## src/rtl/label_frame_writer_if.sv

```systemverilog
// Label stream (valid/ready) and BRAM port-A write bus between the upstream source and the frame writer.
interface label_frame_writer_if #(
  parameter int ADDR_W = 19,
  parameter int DATA_W = 3
);
  logic              pix_valid;
  logic              pix_sof;
  logic [DATA_W-1:0] pix_data;
  logic              pix_ready;
  logic              wr_en;
  logic [ADDR_W-1:0] wr_addr;
  logic [DATA_W-1:0] wr_data;

  modport master (
    output pix_valid, pix_sof, pix_data,
    input  pix_ready, wr_en, wr_addr, wr_data
  );

  modport slave (
    input  pix_valid, pix_sof, pix_data,
    output pix_ready, wr_en, wr_addr, wr_data
  );
endinterface

```

## src/rtl/label_frame_writer.sv

```systemverilog
// Write side of the label framebuffer: raster-ordered label stream to linear BRAM writes,
// plus a full-frame clear to label 0.
module label_frame_writer #(
  parameter int H_ACTIVE = 640,
  parameter int V_ACTIVE = 480,
  parameter int ADDR_W   = 19,
  parameter int DATA_W   = 3
) (
  input  logic                clock,
  input  logic                reset_n,
  input  logic                clear_req,
  label_frame_writer_if.slave px,
  output logic                busy,
  output logic                frame_done,
  output logic                short_frame
);
  typedef enum logic [1:0] {WAIT_SOF, STREAM, CLEAR} state_t;

  localparam int                FRAME = H_ACTIVE * V_ACTIVE;
  localparam logic [ADDR_W-1:0] LAST  = ADDR_W'(FRAME - 1);
  localparam logic [ADDR_W-1:0] ONE   = ADDR_W'(1);

  state_t            state_q, state_d;
  logic [ADDR_W-1:0] cnt_q, cnt_d;
  logic [ADDR_W-1:0] wr_addr_q, wr_addr_d;
  logic [DATA_W-1:0] wr_data_q, wr_data_d;
  logic              wr_en_q, wr_en_d;
  logic              done_q, done_d;
  logic              ready_q, ready_d;
  logic              busy_q, busy_d;
  logic              short_q, short_d;
  logic              accept;

  assign accept = px.pix_valid & ready_q;

  always_ff @(posedge clock or negedge reset_n) begin
    if (!reset_n) begin
      state_q   <= WAIT_SOF;
      cnt_q     <= '0;
      wr_addr_q <= '0;
      wr_data_q <= '0;
      wr_en_q   <= 1'b0;
      done_q    <= 1'b0;
      ready_q   <= 1'b0;
      busy_q    <= 1'b0;
      short_q   <= 1'b0;
    end else begin
      state_q   <= state_d;
      cnt_q     <= cnt_d;
      wr_addr_q <= wr_addr_d;
      wr_data_q <= wr_data_d;
      wr_en_q   <= wr_en_d;
      done_q    <= done_d;
      ready_q   <= ready_d;
      busy_q    <= busy_d;
      short_q   <= short_d;
    end
  end

  always_comb begin
    state_d   = state_q;
    cnt_d     = cnt_q;
    wr_addr_d = wr_addr_q;
    wr_data_d = wr_data_q;
    wr_en_d   = 1'b0;
    done_d    = 1'b0;
    short_d   = short_q;
    // A clear request wins over any pixel handshaking in the same cycle; that pixel is lost.
    if (clear_req) begin
      state_d = CLEAR;
      cnt_d   = '0;
      short_d = 1'b0;
    end else begin
      case (state_q)
        WAIT_SOF: begin
          if (accept && px.pix_sof) begin
            wr_en_d   = 1'b1;
            wr_addr_d = '0;
            wr_data_d = px.pix_data;
            cnt_d     = ONE;
            state_d   = STREAM;
          end
        end
        STREAM: begin
          if (accept) begin
            wr_en_d   = 1'b1;
            wr_data_d = px.pix_data;
            if (px.pix_sof) begin
              short_d   = 1'b1;
              wr_addr_d = '0;
              cnt_d     = ONE;
            end else begin
              wr_addr_d = cnt_q;
              if (cnt_q == LAST) begin
                done_d  = 1'b1;
                cnt_d   = '0;
                state_d = WAIT_SOF;
              end else begin
                cnt_d = cnt_q + ONE;
              end
            end
          end
        end
        CLEAR: begin
          wr_en_d   = 1'b1;
          wr_addr_d = cnt_q;
          wr_data_d = '0;
          if (cnt_q == LAST) begin
            done_d  = 1'b1;
            cnt_d   = '0;
            state_d = WAIT_SOF;
          end else begin
            cnt_d = cnt_q + ONE;
          end
        end
        default: state_d = WAIT_SOF;
      endcase
    end
    // Ready drops together with entry to CLEAR and returns one cycle after leaving it.
    ready_d = (state_q != CLEAR) && (state_d != CLEAR);
    busy_d  = (state_d != WAIT_SOF);
  end

  assign px.pix_ready = ready_q;
  assign px.wr_en     = wr_en_q;
  assign px.wr_addr   = wr_addr_q;
  assign px.wr_data   = wr_data_q;
  assign busy         = busy_q;
  assign frame_done   = done_q;
  assign short_frame  = short_q;
endmodule

```

## src/flat_wrapper.sv

```systemverilog
// flat-port wrapper written by rule: the top's interface ports become plain ports
module label_frame_writer_flat 
#(
  parameter int H_ACTIVE = 640,
  parameter int V_ACTIVE = 480,
  parameter int ADDR_W   = 19,
  parameter int DATA_W   = 3
)
  (clock, reset_n, clear_req, busy, frame_done, short_frame, px_pix_valid, px_pix_sof, px_pix_data, px_pix_ready, px_wr_en, px_wr_addr, px_wr_data);
  label_frame_writer_if #(.ADDR_W(ADDR_W), .DATA_W(DATA_W)) px_i ();
  input  logic clock;
  input  logic reset_n;
  input  logic clear_req;
  output logic busy;
  output logic frame_done;
  output logic short_frame;
  input wire logic [$bits(px_i.pix_valid)-1:0] px_pix_valid;
  input wire logic [$bits(px_i.pix_sof)-1:0] px_pix_sof;
  input wire logic [$bits(px_i.pix_data)-1:0] px_pix_data;
  output wire logic [$bits(px_i.pix_ready)-1:0] px_pix_ready;
  output wire logic [$bits(px_i.wr_en)-1:0] px_wr_en;
  output wire logic [$bits(px_i.wr_addr)-1:0] px_wr_addr;
  output wire logic [$bits(px_i.wr_data)-1:0] px_wr_data;
  assign px_i.pix_valid = px_pix_valid;
  assign px_i.pix_sof = px_pix_sof;
  assign px_i.pix_data = px_pix_data;
  assign px_pix_ready = px_i.pix_ready;
  assign px_wr_en = px_i.wr_en;
  assign px_wr_addr = px_i.wr_addr;
  assign px_wr_data = px_i.wr_data;
  label_frame_writer #(.H_ACTIVE(H_ACTIVE), .V_ACTIVE(V_ACTIVE), .ADDR_W(ADDR_W), .DATA_W(DATA_W)) u_core (.clock(clock), .reset_n(reset_n), .clear_req(clear_req), .px(px_i), .busy(busy), .frame_done(frame_done), .short_frame(short_frame));
endmodule
```

## config.mk

```make
export PLATFORM = sky130hd
export DESIGN_NAME = label_frame_writer_flat
export DESIGN_NICKNAME = d
export VERILOG_FILES = /design/src/rtl/label_frame_writer_if.sv /design/src/rtl/label_frame_writer.sv /design/src/flat_wrapper.sv
export SDC_FILE = /design/constraint.sdc
export NUM_CORES = 1
export LEC_CHECK = 0
export CAP_MARGIN = 10
export CORE_MARGIN = 2
export CORE_UTILIZATION = 40
export CTS_BUF_LIST = sky130_fd_sc_hd__clkbuf_2 sky130_fd_sc_hd__clkbuf_4 sky130_fd_sc_hd__clkbuf_8
export DETAILED_ROUTE_END_ITERATION = 12
export GPL_TIMING_DRIVEN = 0
export PLACE_DENSITY = 0.59
export SLEW_MARGIN = 20
export SYNTH_ARGS = -nofsm -noshare
export SYNTH_HDL_FRONTEND = slang
export SYNTH_SLANG_ARGS = --single-unit
```

## constraint.sdc

```tcl
create_clock -name clock -period 5.94 [get_ports clock]
set_input_delay 1.188 -clock clock [delete_from_list [all_inputs] [get_ports clock]]
set_output_delay 1.188 -clock clock [all_outputs]
set_load 0.05 [all_outputs]
```

==> results.py <==
metrics = {
    "timing": {
        "relSlewSlack_pct": 60.0,
        "rsz0062_at_grt": "false",
        "finalHoldViolations": 0,
        "setup_tns_ps": 0,
        "slew_viol_final": 0,
        "fin_skew_ps": 8.45,
        "fin_ws_ps": 3010,
        "worst_slew_pin_slew_ps": 596,
        "fmax_mhz": 341,
        "period_needed_ps": 2930,
        "fin_crit_sh_pct": 49.4,
        "setup_viol": 0,
    },
    "clock_tree": {
        "cts_buffers": 5,
        "post_cts_buffers": 0,
        "postCtsHoldBufs": 0,
        "clk_latency_ps": 300,
        "post_cts_resize_count": 0,
        "path_clk_slew_ps": 90,
        "h-tree-depth": 2,
        "clk_root_buffer_cell": "clkbuf_8",
        "clkSinkCount": 48,
        "cts_buffer_depth": 2,
        "cts_tree": "yes",
    },
    "critical_path": {
        "crit_slowest_cell": "clkdlybuf4s50_1",
        "cpLargestDelayFamily": "compound AO/OA/AOI/OAI gates",
        "endpoint_kind": "register",
        "path_cells": "clkdlybuf4s50_1 > nor2b_1 > o211ai_1 > a21oi_2 > buf_6 > nand2_1 > o22ai_1",
        "critPathBufInv": 2,
        "critical_path.max_stage_delay_ps": 530,
        "critPathRequiredTime_ps": 6160,
        "path_max_fanout": 10,
        "start_kind": "input pin",
        "worst-endpoint-arrival_ps": 3160,
        "regToRegSetupSlack_ps": 3590,
        "crit_type": "input pin to register",
    },
    "synth": {
        "synth_flop_cell": "dfrtp_1",
        "synth_seq_area_share_pct": 48.2,
        "syn-num-nets": 283,
        "syn_avg_cell_area_sq_um": 9.23,
        "synth_area_leaders": "dfrtp_1 48%, nand2_1 8.3%, o21ai_0 5.8%",
        "synth_edf_count": 0,
        "synth_cell_types": 48,
        "ys_warn_count": 0,
        "syn_inst": 270,
        "yosys_register_bits": 48,
        "yosys.area.top_type_share_pct": 48.2,
        "async_reset_ff_share_pct": 100,
        "syn_area_sq_um": 2490,
        "synth_top_cell_by_area": "dfrtp_1",
    },
    "place": {
        "pre_cts_slack_ps": 2700,
        "gp_congestion": 0.905,
        "hpwl_mm": 4.25,
        "io_buffers": 33,
    },
    "power_and_ir_drop": {
        "leakagePower_nw": 1.29,
        "p_sw_uw": 230,
        "ir_drop_uv": 125,
        "p_total_uw": 750,
        "clkPwrFrac_pct": 31.9,
        "p_sw_share_pct": 30.7,
        "powerDensity_nw_per_um2": 247,
        "intPower_uw": 520,
        "power_frac_comb_pct": 21.3,
        "seqPwrFrac_pct": 46.8,
    },
    "drt": {
        "route.detailed.drc": 0,
        "antenna_left": 0,
        "wire_per_inst_microns": 14.8,
        "viasPerCell": 5.47,
        "drtIter0Drc": 91,
        "wl_mm": 5.71,
        "via_count": 2115,
        "dr.pass1.iters": 4,
    },
    "job": {
        "maxCapViolCount": 0,
    },
    "worst_hold_path": {
        "hp-class": "register to register",
    },
    "layout": {
        "final_nets": 324,
        "mostFrequentLayoutCells": "55 x nand2_1, 48 x dfrtp_1, 32 x clkdlybuf4s50_1",
        "drive_gt1_share_pct": 8.97,
        "syn2layout_area_growth_pct": 22.1,
        "layout_commonest_cell": "nand2_1",
        "antenna_cells": 0,
    },
    "grt": {
        "grt_max_degree": 33,
        "grt_first_pass_wirelength_mm": 10.0,
        "overflow": 0,
        "track_usage_pct": 17.5,
        "antenna_found_initial": 0,
        "grt_pass1_vias": 2058,
    },
    "die": {
        "initial_core_util_pct": 41.8,
        "ios": 35,
        "die_h_microns": 82.9,
        "coreArea_sq_um": 5960,
        "die_w_microns": 82.9,
        "dieArea_sq_um": 6880,
        "rows": 28,
    },
    "outcome": {
        "status": "complete, no violations",
    },
}
worst min-delay path, cell delays in order, from the launching register on:
cell	delay, ps
dfrtp_1	350
nand2_1	50
o21ai_0	60
cells by family (layout without fill, tap and decap cells):
group | after synthesis | after routing | synth area share [%]
muxes | 2 | 2 | 0.853
AOI/OAI and AO/OA | 81 | 81 | 20.8
buffers and inverters | 21 | 63 | 4.07
and+or+nand+nor | 113 | 113 | 23.5
DFF | 48 | 48 | 48.2
adders and majority gates | 5 | 5 | 2.51
sequential cells by signal (all words and copies together) (netlist names):
signal               flops
u_core.cnt_q            19
u_core.px.wr_addr       19
u_core.px.wr_data        3
u_core.state_q           2
u_core.busy              1
u_core.frame_done        1
u_core.px.pix_ready      1
u_core.px.wr_en          1
u_core.short_frame       1
area by class of cell:
type	count	area, sq um
Inverter	8	30.0
Tap cell	75	93.8
Timing Repair Buffer	34	345
Buffer	13	71.3
Multi-Input combinational cell	201	1190
Clock inverter	3	42.5
Sequential cell	48	1200
Clock buffer	5	68.8
Fill cell	602	2910
layer usage:
metal | global-route usage [%] | vias up | share of wire (%)
met1 | 24.2 | 1021 | 46
li1 | - | 1033 | -
met3 | 3.58 | 2 | 5.0
met5 | 0 | - | 0
met4 | 4.32 | 0 | 0.51
met2 | 28.3 | 59 | 48
metrics by stage:
stage               hold WS [ps]  cells  utilization (%)  cell area [sq um]
finish                       484    387             51.1               3040
global route                 518    387             51.1               3040
CTS                          492    387             51.1               3040
detailed placement           470    379             49.2               2930
global placement             463    378             49.0               2920
floorplan                    472    270                -               2490
final timing paths:
kind	startpoint	end	cells after the start
max reg2reg	u_core.state_q[1]$_DFF_PN0_	u_core.cnt_q[9]$_DFFE_PN0P_	9
min reg2reg	u_core.px.wr_addr[9]$_DFFE_PN0P_	u_core.px.wr_addr[9]$_DFFE_PN0P_	2
min in group asynchronous	reset_n	u_core.cnt_q[0]$_DFFE_PN0P_	1
max in group asynchronous	reset_n	u_core.px.wr_addr[13]$_DFFE_PN0P_	2
min	u_core.px.wr_addr[9]$_DFFE_PN0P_	u_core.px.wr_addr[9]$_DFFE_PN0P_	2
max	px_pix_sof	u_core.cnt_q[9]$_DFFE_PN0P_	7
synthesized netlist by cell type, types with 3 or more instances:
master	number
a211oi_1	4
a31oi_1	5
and3_1	3
inv_1	8
clkbuf_1	6
ha_1	5
a21o_1	6
nand2b_1	7
nand4_1	3
nand3b_1	3
dfrtp_1	48
a21oi_1	15
o22ai_1	3
a22o_1	7
nand2_1	55
o21ai_0	29
nor2_1	16
buf_2	3
nand3_1	7
power by group through the flow:
stage / combinational (mW) / sequential (mW) / clock [mW]
finish: 0.160 / 0.351 / 0.239
global route: 0.176 / 0.354 / 0.261
CTS: 0.162 / 0.351 / 0.248
detailed placement: 0.162 / 0.358 / 0
global placement: 0.160 / 0.357 / 0
floorplan: 0.0801 / 0.383 / 0
Power figures use the tool's default switching activity.
